## config.mk

```make
export PLATFORM = sky130hd
export DESIGN_NAME = max7219_rx
export DESIGN_NICKNAME = d
export VERILOG_FILES = /design/src/rtl/max7219_rx.sv
export SDC_FILE = /design/constraint.sdc
export NUM_CORES = 1
export LEC_CHECK = 0
export BUFFER_PORTS_ARGS = -buffer_cell sky130_fd_sc_hd__buf_2
export CAP_MARGIN = 20
export CORE_ASPECT_RATIO = 1.1
export CORE_MARGIN = 3
export CORE_UTILIZATION = 65
export CTS_CLUSTER_DIAMETER = 150
export DETAILED_ROUTE_END_ITERATION = 12
export GPL_ROUTABILITY_DRIVEN = 0
export GPL_TIMING_DRIVEN = 0
export PLACE_DENSITY = 0.84
export SKIP_CTS_REPAIR_TIMING = 1
export SYNTH_ARGS = -nofsm -noshare
export SYNTH_HDL_FRONTEND = slang
export SYNTH_SLANG_ARGS = --single-unit
```

## constraint.sdc

```tcl
create_clock -name clk -period 13.3 [get_ports clk]
set_clock_uncertainty 0.05 [all_clocks]
set_input_delay 1.33 -clock clk [delete_from_list [all_inputs] [get_ports clk]]
set_output_delay 1.33 -clock clk [all_outputs]
set_load 0.02 [all_outputs]
```

## src/rtl/max7219_rx.sv

```systemverilog
// MAX7219-compatible SPI responder: receives 16-bit frames, holds the register file,
// and turns the eight digit registers back into the signed number on the display.
module max7219_rx #(
    parameter int SYNC_STAGES = 2
) (
    input  logic        clk,
    input  logic        rst,
    input  logic        sclk,
    input  logic        mosi,
    input  logic        sel,
    output logic [23:0] value,
    output logic        valid,
    output logic        value_strobe,
    output logic        frame_strobe,
    output logic        frame_error,
    output logic [7:0]  decode_mode,
    output logic [3:0]  intensity,
    output logic [2:0]  scan_limit,
    output logic        shutdown,
    output logic        display_test
);

    // state | meaning
    // IDLE  | waiting for a digit or decode-mode write
    // LOAD  | clear accumulator, point at digit 5
    // MAC   | acc = acc*10 + digit, digit 5 down to 0
    // SIGN  | apply digit 6 sign, hand result to the output register
    typedef enum logic [1:0] {ST_IDLE, ST_LOAD, ST_MAC, ST_SIGN} state_t;

    logic [SYNC_STAGES-1:0] sclk_sync_q, mosi_sync_q, sel_sync_q;
    logic        sclk_prev_q, sel_prev_q;
    logic        frame_active_q, sel_rise_q;
    logic [4:0]  bit_cnt_q;
    // Only the low 12 bits of a frame carry information; the top nibble is don't-care.
    logic [11:0] shift_q;

    logic [6:0]  digit_q [8];
    logic [7:0]  decode_mode_q;
    logic [3:0]  intensity_q;
    logic [2:0]  scan_limit_q;
    logic        shutdown_q, display_test_q;
    logic        frame_strobe_q, frame_error_q;

    state_t      state_q;
    logic [2:0]  idx_q;
    logic [19:0] acc_q;
    logic        digits_ok_q;
    logic [23:0] result_q;
    logic        result_ok_q, pending_q;
    logic [23:0] value_q;
    logic        valid_q, value_strobe_q;

    logic sclk_s, mosi_s, sel_s, sel_fall, sel_rise, sclk_rise;
    logic frame_ok, decode_trig;
    logic [3:0] frame_addr;
    logic [7:0] frame_data;
    logic [2:0] digit_wr_idx, cur_idx;
    logic [6:0] cur_dec;
    logic [19:0] acc_d;
    logic [23:0] result_d;

    // {blank, minus, numeric, value[3:0]}; DP is never stored so it cannot matter here
    function automatic logic [6:0] decode_digit(input logic [6:0] seg, input logic code_b);
        logic [6:0] r;
        r = '0;
        if (code_b) begin
            if (seg[3:0] <= 4'd9)       r = {3'b001, seg[3:0]};
            else if (seg[3:0] == 4'hA)  r = 7'b010_0000;
            else if (seg[3:0] == 4'hF)  r = 7'b100_0000;
        end else begin
            case (seg)
                7'h7E:   r = {3'b001, 4'd0};
                7'h30:   r = {3'b001, 4'd1};
                7'h6D:   r = {3'b001, 4'd2};
                7'h79:   r = {3'b001, 4'd3};
                7'h33:   r = {3'b001, 4'd4};
                7'h5B:   r = {3'b001, 4'd5};
                7'h5F:   r = {3'b001, 4'd6};
                7'h70:   r = {3'b001, 4'd7};
                7'h7F:   r = {3'b001, 4'd8};
                7'h7B:   r = {3'b001, 4'd9};
                7'h01:   r = 7'b010_0000;
                7'h00:   r = 7'b100_0000;
                default: r = '0;
            endcase
        end
        return r;
    endfunction

    always_comb begin
        sclk_s       = sclk_sync_q[SYNC_STAGES-1];
        mosi_s       = mosi_sync_q[SYNC_STAGES-1];
        sel_s        = sel_sync_q[SYNC_STAGES-1];
        sel_fall     = ~sel_s & sel_prev_q;
        sel_rise     = sel_s & ~sel_prev_q;
        sclk_rise    = sclk_s & ~sclk_prev_q;
        frame_addr   = shift_q[11:8];
        frame_data   = shift_q[7:0];
        digit_wr_idx = frame_addr[2:0] - 3'd1;
        frame_ok     = sel_rise_q && (bit_cnt_q == 5'd16);
        decode_trig  = frame_ok && (frame_addr != 4'h0) && (frame_addr <= 4'h9);
        cur_idx      = (state_q == ST_SIGN) ? 3'd6 : idx_q;
        cur_dec      = decode_digit(digit_q[cur_idx], decode_mode_q[cur_idx]);
        acc_d        = acc_q * 20'd10 + {16'd0, cur_dec[3:0]};
        result_d     = cur_dec[5] ? (24'd0 - {4'd0, acc_q}) : {4'd0, acc_q};
    end

    // Synchronisers reset low so a frame in flight at reset release never sees a sel fall.
    always_ff @(posedge clk) begin
        if (rst) begin
            sclk_sync_q    <= '0;
            mosi_sync_q    <= '0;
            sel_sync_q     <= '0;
            sclk_prev_q    <= 1'b0;
            sel_prev_q     <= 1'b0;
            frame_active_q <= 1'b0;
            sel_rise_q     <= 1'b0;
            bit_cnt_q      <= '0;
            shift_q        <= '0;
        end else begin
            sclk_sync_q <= {sclk_sync_q[SYNC_STAGES-2:0], sclk};
            mosi_sync_q <= {mosi_sync_q[SYNC_STAGES-2:0], mosi};
            sel_sync_q  <= {sel_sync_q[SYNC_STAGES-2:0], sel};
            sclk_prev_q <= sclk_s;
            sel_prev_q  <= sel_s;
            sel_rise_q  <= 1'b0;
            if (sel_fall) begin
                frame_active_q <= 1'b1;
                bit_cnt_q      <= '0;
                shift_q        <= '0;
            end else if (sel_rise && frame_active_q) begin
                frame_active_q <= 1'b0;
                sel_rise_q     <= 1'b1;
            end else if (frame_active_q && !sel_s && sclk_rise) begin
                shift_q <= {shift_q[10:0], mosi_s};
                if (bit_cnt_q != 5'd17) bit_cnt_q <= bit_cnt_q + 5'd1;
            end
        end
    end

    always_ff @(posedge clk) begin
        if (rst) begin
            for (int k = 0; k < 8; k++) digit_q[k] <= '0;
            decode_mode_q  <= '0;
            intensity_q    <= '0;
            scan_limit_q   <= '0;
            shutdown_q     <= 1'b1;
            display_test_q <= 1'b0;
            frame_strobe_q <= 1'b0;
            frame_error_q  <= 1'b0;
        end else begin
            frame_strobe_q <= 1'b0;
            frame_error_q  <= 1'b0;
            if (frame_ok) begin
                frame_strobe_q <= 1'b1;
                case (frame_addr)
                    4'h1, 4'h2, 4'h3, 4'h4,
                    4'h5, 4'h6, 4'h7, 4'h8: digit_q[digit_wr_idx] <= frame_data[6:0];
                    4'h9:    decode_mode_q  <= frame_data;
                    4'hA:    intensity_q    <= frame_data[3:0];
                    4'hB:    scan_limit_q   <= frame_data[2:0];
                    4'hC:    shutdown_q     <= ~frame_data[0];
                    4'hF:    display_test_q <= frame_data[0];
                    default: ;
                endcase
            end else if (sel_rise_q) begin
                frame_error_q <= 1'b1;
            end
        end
    end

    always_ff @(posedge clk) begin
        if (rst) begin
            state_q        <= ST_IDLE;
            idx_q          <= '0;
            acc_q          <= '0;
            digits_ok_q    <= 1'b0;
            result_q       <= '0;
            result_ok_q    <= 1'b0;
            pending_q      <= 1'b0;
            value_q        <= '0;
            valid_q        <= 1'b0;
            value_strobe_q <= 1'b0;
        end else begin
            value_strobe_q <= 1'b0;
            pending_q      <= 1'b0;
            if (pending_q) begin
                value_strobe_q <= 1'b1;
                valid_q        <= result_ok_q;
                if (result_ok_q) value_q <= result_q;
            end
            if (decode_trig) begin
                state_q <= ST_LOAD;
            end else begin
                case (state_q)
                    ST_LOAD: begin
                        acc_q       <= '0;
                        digits_ok_q <= 1'b1;
                        idx_q       <= 3'd5;
                        state_q     <= ST_MAC;
                    end
                    ST_MAC: begin
                        acc_q       <= acc_d;
                        digits_ok_q <= digits_ok_q & cur_dec[4];
                        if (idx_q == 3'd0) state_q <= ST_SIGN;
                        else               idx_q   <= idx_q - 3'd1;
                    end
                    ST_SIGN: begin
                        result_q    <= result_d;
                        result_ok_q <= digits_ok_q & (cur_dec[5] | cur_dec[6]);
                        pending_q   <= 1'b1;
                        state_q     <= ST_IDLE;
                    end
                    default: state_q <= ST_IDLE;
                endcase
            end
        end
    end

    assign value        = value_q;
    assign valid        = valid_q;
    assign value_strobe = value_strobe_q;
    assign frame_strobe = frame_strobe_q;
    assign frame_error  = frame_error_q;
    assign decode_mode  = decode_mode_q;
    assign intensity    = intensity_q;
    assign scan_limit   = scan_limit_q;
    assign shutdown     = shutdown_q;
    assign display_test = display_test_q;

endmodule

```

Word-level counts from Yosys, hierarchy flattened
Memories as Yosys holds them, arrays and structs flattened.
Index checks and enable logic that the tools add are counted.

cells by class
  add/sub/neg operators = 5
  multiply operators = 1
  order comparisons = 3
  eq/ne operators = 34
  mux-type cells = 32
  bitwise gates (word level) = 12
  reduce and logical (&&, ||, !) cells = 28

operator list
  operator                 count
  $pmux W7 S12             1
  $eq A7 B7 Y1 const B     8
  $pmux W20 S2             1
  $mux W7                  5
  $eq A4 B4 Y1 const B     8
  $mux W24                 1
  $sub A1 B20 Y21 const A  1
  $add A20 B4 Y20          1
  $mul A20 B3 Y19 const B  1
  $reduce_and A2 Y1        9
  $eq A4 B3 Y1 const B     4
  $mux W1                  16
  $eq A7 B6 Y1 const B     2
  $mux W3                  3
  $eq A4 B2 Y1 const B     2
  $le A4 B4 Y1 const B     2
  $reduce_or A8 Y1         1
  $eq A7 B1 Y1 const B     1
  $logic_not A7 Y1         1
  $reduce_or A7 Y1         1
  $logic_and A1 B1 Y1      6
  $not A1 Y1               6
  $pmux W3 S2              1
  $reduce_and A3 Y1        2
  21 further kinds         31

word-level totals
  register bits = 124
  bits in writable memories = 56
  bits of input ports = 5
  logic and storage cells = 143
  memories kept = 1

memory list
  name     depth  bits a word  read ports  clocked after Yosys merged registers in  wr ports  line  text
  digit_q  8      7            1           0                                        8         37    logic [6:0] digit_q [8];

Longest topological paths before layout
An unclocked memory read counts as a cell.

  depth after elaboration = 10
  gate-level depth with buffers = 21

Worst setup path before layout
OpenSTA, ideal clock, no wires.

  kind = reg-to-reg
  from = reg idx_q[2]
  to = reg acc_q[15]
  library setup time = 117 ps
  data arrival time = 4545 ps
  required time = 13133 ps
  path slack = 8588 ps
  stages on the path, launching flop included = 21
  path through = dfxtp_1 buf_2 buf_2 mux4_2 a22oi_1 o221ai_1 clkbuf_1 clkbuf_1 o22ai_1 a221oi_1 a21oi_1 ha_1 inv_1 fa_1 nor2b_1 o21ai_0 nor3_1 nand3_1 or4b_1 xnor2_1 a22o_1

between the ends
  cells in the longest elaborated chain, start to end = 8

RTL lines
  item                                                   line  text
  start: declaration                                     45    logic [2:0] idx_q;
  start signal: assignment                               206   else idx_q <= idx_q - 3'd1;
  $mux W3 *                                              102   cur_idx = (state_q == ST_SIGN) ? 3'd6 : idx_q;
  branches (longest 4 deep; another with $mem_v2 Z8 W7)  -
  $mux W7 *                                              66    if (code_b) begin
  $add A20 B4 Y20 *                                      104   acc_d = acc_q * 20'd10 + {16'd0, cur_dec[3:0]};
  $pmux W20 S2 *                                         195   case (state_q)
  end signal: assignment                                 176   acc_q <= '0;
  end signal: assignment                                 197   acc_q <= '0;
  end signal: assignment                                 203   acc_q <= acc_d;
  end: declaration                                       46    logic [19:0] acc_q;

Every way passes the cells marked *. The select of a mux whose other input is x is not followed.
A chain may end at the register's enable or synchronous reset.

Worst setup path after layout
Same ends and word-level chain as after synthesis.

==> impl_metrics.toml <==
[worst_setup_path]
worst-setup-path-type = "flop to flop"
worstPathMaxFanout = 10
ff2ff_path_depth = 20
crit_chain = "buf_2 > buf_2 > mux4_2 > a22oi_1 > o221ai_1 > clkbuf_1 > clkbuf_1 > o22ai_1 > a221oi_1 > a21oi_1 > ha_1 > inv_1 > fa_1 > nor2b_1 > o21ai_0 > nor3_1 > nand3_1 > or4b_1 > xnor2_1 > a22o_1"
timing.rr.end = "acc_q[15]"
required_ns = 13.57
r2r_slack_ns = 7.50
arrival_ns = 6.07
timing.rr.start = "idx_q[2]"
critPathSlowestCell = "mux4_2"
worst_setup_path_start_kind = "flop"
crit_path_end_kind = "flop"
max_stage_delay_ns = 0.57

[route]
vias = 7972
drc_errors = 0
avgViaCountPerCell = 6.16
totalWireLength_um = 22900
drtIter0Drc = 700
dr.pass1.iters = 6
ant_nets = 0
wl_per_cell_um = 17.7

[clocking]
clk_path_buf_depth = 2
h-tree-depth = 4
path_clk_slew_ns = 0.06
cts_sinks = 174
cts_tree = "yes"
cts-root-buf = "clkbuf_16"
insertion_delay_ns = 0.43
cts_made_buffers = 17

[pwr]
p_sw_uw = 237
p_leak_uw = 0.00394
p_int_uw = 829
pwr-share-comb = 0.029
p_clk_frac = 0.446
swShare = 0.223
ir_drop_mv = 0.0628
p_per_area_nw_per_um2 = 102
p_seq_frac = 0.525

[cells_and_area]
seq_area_um2 = 4040
fillCellCount = 1043
final_net_count = 1147
area_growth_pct = 11.5
layout.cells.non_filler = 1295
drive_gt1_frac = 0.117
final_cell_mix = "nand2_1, dfxtp_1, a21oi_1"
diodes = 0
multiInputGateArea_um2 = 5000
final_common_cell = "nand2_1"
final_area_um2 = 10500
final_util = 0.750

[timing]
period_needed_ns = 5.80
tightest_slew_ns = 0.888
fmax_ghz = 0.172
fin_crit_sh = 0.436
final-hold-violation-count = 0
tns_ns = 0
setup_slack_ns = 7.50
relSlewSlack = 0.403
setup_viol = 0
rsz0062_at_grt = "no"
drv_slew = 0

[global_route]
grtUsageTotal = 0.289
overflow = 0
grt_pass1_vias = 7249
grt_max_degree = 17
antenna_found_initial = 0
grt_pass1_wl_um = 37000

[yosys]
synth_fa_ha_area_frac = 0.0655
yosys_warnings = 0
ys_ff_latch = 174
syn_inst = 1023
synth_edf_count = 56
async_flop_share = 0
synth_xor_area_frac = 0.0401
syn_area_per_cell_um2 = 9.18
synthesis.nets = 1076
synth_compound_area_frac = 0.163
synth_mux_area_frac = 0.0297
syn_area_um2 = 9390
ys.flop_type = "dfxtp_1"
synth-simple-area-share = 0.233
synth_cell_type_count = 80
synth_top_family_by_area = "simple AND/OR/NAND/NOR gates"
synth.yosys.seq_area_share = 0.430

[floorplan]
ios = 50
start_util = 0.673
core-area_um2 = 14000
rows = 45
die_width_um = 121
die_y_um = 132
die-area_um2 = 15900

[place]
place_ws_ns = 7.55
post_dp_cell_area_um2 = 9880
dp.cells = 1260
dp_hpwl_um = 16800
portBuffers = 48

[status]
status = "finished, final reports clean"

[min_path]
hold_depth = 1
whs_endpoint = "mosi_sync_q[1]"
hp-class = "flop to flop"
min-delay-start = "mosi_sync_q[0]"

[run]
timing.max_cap.violations = 0
==> metrics by stage <==
| step | hold WS, ns | total power, uW |
|---|---|---|
| floorplan | 0.364 | 591 |
| global placement | 0.377 | 600 |
| CTS | 0.402 | 1070 |
| detailed placement | 0.386 | 601 |
| finish | 0.393 | 1070 |
| global route | 0.416 | 1090 |
==> Yosys cell counts (9+ instances only) <==
| cell type | n | area (um2) |
|---|---|---|
| ha_1 | 46 | 576 |
| nand4_1 | 10 | 62.6 |
| clkbuf_1 | 46 | 173 |
| o22ai_1 | 9 | 56.3 |
| nand2_1 | 136 | 510 |
| nor3_1 | 22 | 110 |
| nor3b_1 | 9 | 67.6 |
| inv_1 | 22 | 82.6 |
| a22oi_1 | 12 | 90.1 |
| nand2b_1 | 10 | 62.6 |
| xor2_1 | 15 | 131 |
| or3_1 | 11 | 68.8 |
| edfxtp_1 | 56 | 1680 |
| nor2_1 | 69 | 259 |
| nand3_1 | 36 | 180 |
| o21ai_0 | 15 | 75.1 |
| and2_1 | 62 | 388 |
| a21oi_1 | 92 | 460 |
| or2_2 | 10 | 62.6 |
| a211oi_1 | 21 | 158 |
| nor2b_1 | 14 | 87.6 |
| dfxtp_1 | 118 | 2360 |
| xnor2_1 | 28 | 245 |
==> worst max-delay path by stage <==
stage / startpoint / endpoint / cells after the start
2_1_floorplan: idx_q[2] / acc_q[15] / 20
3_3_place_gp: idx_q[2] / acc_q[15] / 20
3_5_place_dp: idx_q[2] / acc_q[15] / 20
4_1_cts: idx_q[2] / acc_q[15] / 20
5_1_grt: idx_q[2] / acc_q[15] / 20
6_report: idx_q[2] / acc_q[15] / 20
==> power by group through the flow <==
stage          sequential [uW]  combinational, uW  clock (uW)
6_report                   560               30.6         476
5_1_grt                    560               33.5         501
4_1_cts                    560               29.8         480
3_5_place_dp               572               29.7           0
3_3_place_gp               571               29.0           0
2_1_floorplan              570               20.6           0
==> critical path, delay by kind of cell (launching register included) <==
| kind | cells | cell delay (ns) |
|---|---|---|
| mux | 1 | 0.57 |
| buf+inv | 5 | 1.33 |
| simple gates | 4 | 1.37 |
| flops | 1 | 0.42 |
| xor+xnor | 1 | 0.15 |
| fa+ha+maj | 2 | 0.60 |
| compound gates | 7 | 1.20 |
==> final cells by class <==
type | instances | area share
Sequential cell | 174 | 0.386
Inverter | 24 | 0.00860
Tap cell | 188 | 0.0225
Buffer | 59 | 0.0252
Multi-Input combinational cell | 766 | 0.477
Timing Repair Buffer | 52 | 0.0253
Clock buffer | 21 | 0.0459
Clock inverter | 11 | 0.00967
==> registers in the layout (all words and copies together) (netlist names), 2 cells and up <==
register,count
sel_sync_q,2
digit_q,56
shift_q,12
idx_q,3
state_q,2
result_q,21
value,21
decode_mode,8
scan_limit,3
intensity,4
bit_cnt_q,5
mosi_sync_q,2
sclk_sync_q,2
acc_q,20
==> cells by family (layout without fill, tap and decap cells) <==
| group | after synthesis | after routing |
|---|---|---|
| AND/OR/NAND/NOR | 431 | 431 |
| multiplexers | 17 | 17 |
| flip-flops | 174 | 174 |
| XOR/XNOR | 43 | 43 |
| AO/OA/AOI/OAI | 227 | 227 |
| buffers and inverters | 83 | 167 |
| adder cells (fa/ha/maj) | 48 | 48 |
==> per-layer routing <==
layer  up-vias  part of all wire  routed length (um)  track usage
met2       316              0.47               10800        0.456
met1      3772              0.43                9920        0.406
met3        42             0.070                1600       0.0511
met5         -                 0                   0            0
li1       3842                 -                   -            -
met4         0             0.022                 499       0.0951
(Power assumes the default switching activity.)
